[src/rtl/i2c_sensor_slave.sv]
// I2C target exposing a live temperature value (reg0/reg1, snapshotted per
// transaction) plus a small byte-wide register file with a write strobe.
`timescale 1ns/1ps

module i2c_sensor_slave #(
  parameter logic [6:0]  I2C_ADDR = 7'h4B,
  parameter int unsigned NUM_REGS = 16,
  localparam int unsigned PTR_W   = $clog2(NUM_REGS)
) (
  input  logic             clk,
  input  logic             reset,
  input  logic [15:0]      temp,
  input  logic             scl,
  input  logic             sda_in,
  output logic             sda_oe,
  output logic             reg_wr,
  output logic [PTR_W-1:0] reg_wr_addr,
  output logic [7:0]       reg_wr_data,
  output logic             busy
);

  typedef enum logic [3:0] {
    IDLE,
    ADDR,
    ADDR_ACK,
    PTR,
    PTR_ACK,
    WDATA,
    WDATA_ACK,
    RDATA,
    RD_MACK,
    WAIT_STOP
  } state_e;

  logic             scl_m_q, scl_s_q, scl_p_q;
  logic             sda_m_q, sda_s_q, sda_p_q;
  logic             scl_rise, scl_fall, start_det, stop_det;

  state_e           state_q;
  logic [3:0]       bit_cnt_q;
  logic [7:0]       shreg_q;
  logic             rw_q;
  logic [PTR_W-1:0] ptr_q;
  logic [15:0]      snap_q;
  logic [7:0]       regs_q [NUM_REGS];
  logic             sda_oe_q;
  logic             reg_wr_q;
  logic [PTR_W-1:0] reg_wr_addr_q;
  logic [7:0]       reg_wr_data_q;

  logic [7:0]       byte_in;
  logic [7:0]       rd_byte;
  logic [PTR_W-1:0] ptr_inc;

  // Synchronisers are left unreset so a reset never fabricates bus edges.
  always_ff @(posedge clk) begin
    scl_m_q <= scl;
    scl_s_q <= scl_m_q;
    scl_p_q <= scl_s_q;
    sda_m_q <= sda_in;
    sda_s_q <= sda_m_q;
    sda_p_q <= sda_s_q;
  end

  assign scl_rise  = scl_s_q & ~scl_p_q;
  assign scl_fall  = ~scl_s_q & scl_p_q;
  assign start_det = scl_s_q & scl_p_q & sda_p_q & ~sda_s_q;
  assign stop_det  = scl_s_q & scl_p_q & ~sda_p_q & sda_s_q;

  assign byte_in = {shreg_q[6:0], sda_s_q};
  assign ptr_inc = ptr_q + PTR_W'(1);

  always_comb begin
    rd_byte = regs_q[ptr_q];
    if (ptr_q == '0) begin
      rd_byte = snap_q[15:8];
    end else if (ptr_q == PTR_W'(1)) begin
      rd_byte = snap_q[7:0];
    end
  end

  always_ff @(posedge clk) begin
    if (reset) begin
      state_q       <= IDLE;
      bit_cnt_q     <= '0;
      shreg_q       <= '0;
      rw_q          <= 1'b0;
      ptr_q         <= '0;
      snap_q        <= '0;
      sda_oe_q      <= 1'b0;
      reg_wr_q      <= 1'b0;
      reg_wr_addr_q <= '0;
      reg_wr_data_q <= '0;
      for (int unsigned i = 0; i < NUM_REGS; i++) begin
        regs_q[i] <= '0;
      end
    end else begin
      reg_wr_q <= 1'b0;
      if (start_det) begin
        state_q   <= ADDR;
        bit_cnt_q <= '0;
        sda_oe_q  <= 1'b0;
      end else if (stop_det) begin
        state_q  <= IDLE;
        sda_oe_q <= 1'b0;
      end else begin
        case (state_q)
          ADDR, PTR, WDATA: begin
            if (scl_rise) begin
              shreg_q <= byte_in;
              if (bit_cnt_q == 4'd7) begin
                bit_cnt_q <= 4'd8;
                if (state_q == ADDR) begin
                  if (byte_in[7:1] == I2C_ADDR) begin
                    snap_q  <= temp;
                    rw_q    <= byte_in[0];
                    state_q <= ADDR_ACK;
                  end else begin
                    state_q <= WAIT_STOP;
                  end
                end else if (state_q == PTR) begin
                  ptr_q   <= byte_in[PTR_W-1:0];
                  state_q <= PTR_ACK;
                end else begin
                  // reg0/reg1 are the read-only temperature bytes
                  if (ptr_q > PTR_W'(1)) begin
                    regs_q[ptr_q] <= byte_in;
                    reg_wr_q      <= 1'b1;
                    reg_wr_addr_q <= ptr_q;
                    reg_wr_data_q <= byte_in;
                  end
                  ptr_q   <= ptr_inc;
                  state_q <= WDATA_ACK;
                end
              end else begin
                bit_cnt_q <= bit_cnt_q + 4'd1;
              end
            end
          end

          // bit_cnt 8: between 8th rise and 9th rise; 9: inside the ACK clock
          ADDR_ACK, PTR_ACK, WDATA_ACK: begin
            if (scl_fall && bit_cnt_q == 4'd8) begin
              sda_oe_q <= 1'b1;
            end else if (scl_rise && bit_cnt_q == 4'd8) begin
              bit_cnt_q <= 4'd9;
            end else if (scl_fall && bit_cnt_q == 4'd9) begin
              bit_cnt_q <= '0;
              sda_oe_q  <= 1'b0;
              if (state_q == ADDR_ACK && rw_q) begin
                state_q  <= RDATA;
                shreg_q  <= rd_byte;
                sda_oe_q <= ~rd_byte[7];
              end else if (state_q == ADDR_ACK) begin
                state_q <= PTR;
              end else begin
                state_q <= WDATA;
              end
            end
          end

          RDATA: begin
            if (scl_rise && bit_cnt_q != 4'd8) begin
              bit_cnt_q <= bit_cnt_q + 4'd1;
            end else if (scl_fall) begin
              if (bit_cnt_q == 4'd8) begin
                sda_oe_q <= 1'b0;
                state_q  <= RD_MACK;
              end else begin
                shreg_q  <= {shreg_q[6:0], 1'b0};
                sda_oe_q <= ~shreg_q[6];
              end
            end
          end

          RD_MACK: begin
            if (scl_rise) begin
              if (!sda_s_q) begin
                ptr_q     <= ptr_inc;
                bit_cnt_q <= 4'd9;
              end else begin
                state_q <= WAIT_STOP;
              end
            end else if (scl_fall && bit_cnt_q == 4'd9) begin
              bit_cnt_q <= '0;
              shreg_q   <= rd_byte;
              sda_oe_q  <= ~rd_byte[7];
              state_q   <= RDATA;
            end
          end

          default: ;
        endcase
      end
    end
  end

  assign sda_oe      = sda_oe_q;
  assign reg_wr      = reg_wr_q;
  assign reg_wr_addr = reg_wr_addr_q;
  assign reg_wr_data = reg_wr_data_q;
  assign busy        = (state_q != IDLE);

endmodule

[config.mk]
export PLATFORM = sky130hd
export DESIGN_NAME = i2c_sensor_slave
export DESIGN_NICKNAME = d
export VERILOG_FILES = /design/src/rtl/i2c_sensor_slave.sv
export SDC_FILE = /design/constraint.sdc
export NUM_CORES = 1
export LEC_CHECK = 0
export CELL_PAD_IN_SITES_DETAIL_PLACEMENT = 1
export CELL_PAD_IN_SITES_GLOBAL_PLACEMENT = 1
export CORE_MARGIN = 4
export CORE_UTILIZATION = 35
export CTS_BUF_LIST = sky130_fd_sc_hd__clkbuf_2 sky130_fd_sc_hd__clkbuf_4 sky130_fd_sc_hd__clkbuf_8
export DETAILED_ROUTE_END_ITERATION = 10
export DONT_BUFFER_PORTS = 1
export HOLD_SLACK_MARGIN = 0.06
export MAX_ROUTING_LAYER = met4
export PLACE_DENSITY = 0.72
export SLEW_MARGIN = 20
export SYNTH_ARGS = -nofsm -noshare
export SYNTH_HDL_FRONTEND = slang
export SYNTH_SLANG_ARGS = --single-unit
[constraint.sdc]
create_clock -name clk -period 2.4 [get_ports clk]
set_input_delay 0.24 -clock clk [delete_from_list [all_inputs] [get_ports clk]]
set_output_delay 0.24 -clock clk [all_outputs]
set_load 0.005 [all_outputs]
==> results.md <==
* Area of combinational cells with multiple inputs at 0.00396 mm²
* Worst min-delay path class: in2reg
* Setup TNS at 0 ps
* Top_reg_cell synth: edfxtp_1
* Critical path data required time at 2590 ps
* Switching part of the total at 0.331
* Yosys warns at 0
* Post-route DRC violation count at 0
* Commonest cells in the synthesized netlist: edfxtp_1 (128), and3_1 (70), nor2_1 (67), mux2i_1 (61), dfxtp_1 (60)
* Data arrival time of the critical path at 2530 ps
* Critical path class: reg2reg
* Total leakage power at 4.10 nW
* CTS tree: built
* # nets final at 889
* Highest Clock Rate at 0.427 GHz
* Pre-CTS setup slack at -139 ps
* Antenna cells at 0
* Clock latency of the later-clocked register in the worst-skew pair at 480 ps
* Combinational fraction of design power at 0.246
* Remaining global-route overflow at 0
* Hold slack final at 98.9 ps
* Cell-by-cell listing of the critical path: ha_4 -> nand3b_1 -> nor3_4 -> and4b_1 -> and2b_2 -> and3b_2 -> buf_6 -> a21o_1 -> buf_6
* Slew Viols, Final at 0
* Standard-cell rows at 59
* Sequential cell fraction of total power at 0.466
* Number of buffers created by CTS at 17
* Ratio of total power to cell area at 720 mW/mm²
* Die Area at 0.0292 mm²
* Root buffer cell: clkbuf_8
* Setup-failing EPs final at 0
* Run status: finished, final reports clean
* Category of the worst setup path capture point: flop
* Delay contributed by the slowest stage of the critical path at 370 ps
* Port Buffers at 0
* Async set-reset flop share out of synthesis at 0
* Area of all sequential standard cells at 0.00505 mm²
* Proportion of layout cells with a drive suffix above 1 at 0.211
* Period minus WS final at 2340 ps
* Number of antenna violations at the first check in global routing at 0
* Average footprint of a synthesized cell at 11.5 µm²
* Floorplan Core Area at 0.0261 mm²
* Pre-Repair DR Iteration Count at 5
* Startpoint types: flop
* Wire length of the first global-routing pass at 41900 µm
* Starting density of the core at 0.357
* MaxCap Viol Count at 0
* Number of sinks handled by clock tree synthesis at 188
* Number of buffers on the longest clock path at 2
* Number of instances in the synthesized netlist at 809
* Via/cell ratio at 5.58
* Dpl hpwl at 18300 µm
* Vias in the first global route at 6922
* Internal power consumption at 5.23 mW
* Cell taking the most area after synthesis: edfxtp_1
* Growth of design area from synthesis to finish at 16.8%
* Vias post-DR at 6746
* Synthesized cell area at 0.00930 mm²
* Average wire per standard cell at 22.6 µm
* Library cell contributing the largest single delay on the critical path: dfxtp_2
* Kind of cell adding the most delay to the critical path: simple AND/OR/NAND/NOR gates
* Peak supply drop at 0.000374 V
* Setup ws final at 56.7 ps
* H-tree lvl count at 4
* Maximum fanout along the worst path at 6
* Netlist cell types at 74
* Least-Margin Pin Slew at 592 ps
* Count of routing violations after the opening detailed-route iteration at 555
* Count of buffer and inverter cells on the critical path at 2
* Aggregate routed wire length at 27400 µm
* Post-synth EDFFs at 128
* RD Place Congestion at 0.889
* Critical Path Most Common Cell: buf_6
* Flop and latch count out of synthesis at 188
* Die width at 171 µm
* Height of the chip at 171 µm
* Post-detailed-route count of antenna-violating nets at 0
* Fraction of synthesized cell area taken by the top area cell type at 0.413
* IO Count at 35
* Global Route Usage Sum at 0.195
* Biggest area contributors in the synthesized netlist: edfxtp_1 (41%), dfxtp_1 (13%), mux2i_1 (6.6%), and3_1 (4.7%), and2_1 (3.9%)
* Power Total at 7.82 mW
* Clock skew at 23.8 ps
* Pin count of the biggest net entering global routing at 51
* Share of total power in the clock network at 0.288
* Filler Cells Inserted at 2799
* Ratio of final minimum period to clock period at 0.976
* Max_slew headroom at 0.605
* Sequential-to-total area share from yosys stat at 0.543
* Switching Power at 2.58 mW
* Number of endpoints with negative hold slack in the final report at 0
* CTS clk-pin slew, worst paths at 100 ps
* Most instantiated library cell after synthesis: edfxtp_1
[worst reg2reg max path, delay by kind of cell (launching register included)]
family | cells | cell delay (ps)
simple gates | 5 | 1100
flops | 1 | 370
buf+inv | 2 | 280
compound gates | 1 | 160
fa+ha+maj | 1 | 150
[what timing repair did]
action                                  CTS  global route
endpoints found under the hold margin    55             1
endpoints found under the setup margin  116           145
hold buffers                             20             1
gates resized for setup                   3            26
buffers inserted                          0             2
pin swaps                                 1             8
[per-layer routing]
metal / vias up / global-route usage / routed length (µm)
li1: 3074 / - / -
met1: 3391 / 0.250 / 11500
met2: 236 / 0.317 / 13400
met3: 45 / 0.0330 / 1760
met4: 0 / 0.0589 / 682
met5: - / - / 0
[state kept, by name, summed over array words and instances (netlist names), named ones only]
signal / count
shreg_q: 7
reg_wr: 1
snap_q: 16
reg_wr_data: 8
rw_q: 1
ptr_q: 4
reg_wr_addr: 4
state_q: 4
sda_m_q: 1
scl_s_q: 1
sda_p_q: 1
scl_p_q: 1
bit_cnt_q: 4
sda_s_q: 1
regs_q: 128
scl_m_q: 1
sda_oe: 1
[cells by family after synthesis]
family / share of synthesized area
and+or+nand+nor: 0.199
xor gates and xnor gates: 0.00188
DFF: 0.543
muxes: 0.107
AOI/OAI and AO/OA: 0.0948
buffers and inverters: 0.0432
other: 0.000403
adders and majority gates: 0.0108
[through the flow]
stage                     std cells   util  cell area (µm²)
after global routing           1209  0.417            10900
after CTS                      1206  0.413            10800
after global placement         1154  0.388            10100
final                          1209  0.417            10900
after detailed placement       1154  0.388            10100
after floorplan                 816      -             9320
[area by class of cell]
cell class,count,area share
flip-flops and latches,188,0.465
multi-input cells,537,0.364
repair buffers,108,0.0908
well taps,335,0.0386
clock buffers,18,0.0228
clock inverters,14,0.0153
inverters,9,0.00311
[power groups by stage]
stage / Combinational [mW] / Clock, mW / Sequential, mW
detailed placement: 1.80 / 0 / 3.71
global placement: 1.78 / 0 / 3.71
global route: 2.08 / 2.41 / 3.66
floorplan: 1.24 / 0 / 3.69
finish: 1.92 / 2.25 / 3.64
CTS: 1.86 / 2.27 / 3.64
[worst paths after layout]
kind | slack [ps] | from | depth (start not counted) | to
hold / removal | 100 | reset | 3 | bit_cnt_q[0]
setup / recovery | 60 | bit_cnt_q[0] | 9 | regs_q[10][1]
setup reg to reg | 60 | bit_cnt_q[0] | 9 | regs_q[10][1]
hold reg to reg | 340 | sda_m_q | 0 | sda_s_q
[placed cells by master (no fill, tap or decap), types with 13 or more instances in the layout]
master           n
edfxtp_1       128
buf_4           76
and3_1          70
nor2_1          65
mux2i_1         61
and2_1          58
dfxtp_1         56
nand2_1         28
a21oi_1         22
dlygate4sd3_1   20
clkbuf_8        18
o21ai_0         16
mux4_2          16
nand3_1         15
nor2b_1         15
a211oi_1        13
No activity file was read; power rests on OpenSTA's default activity.
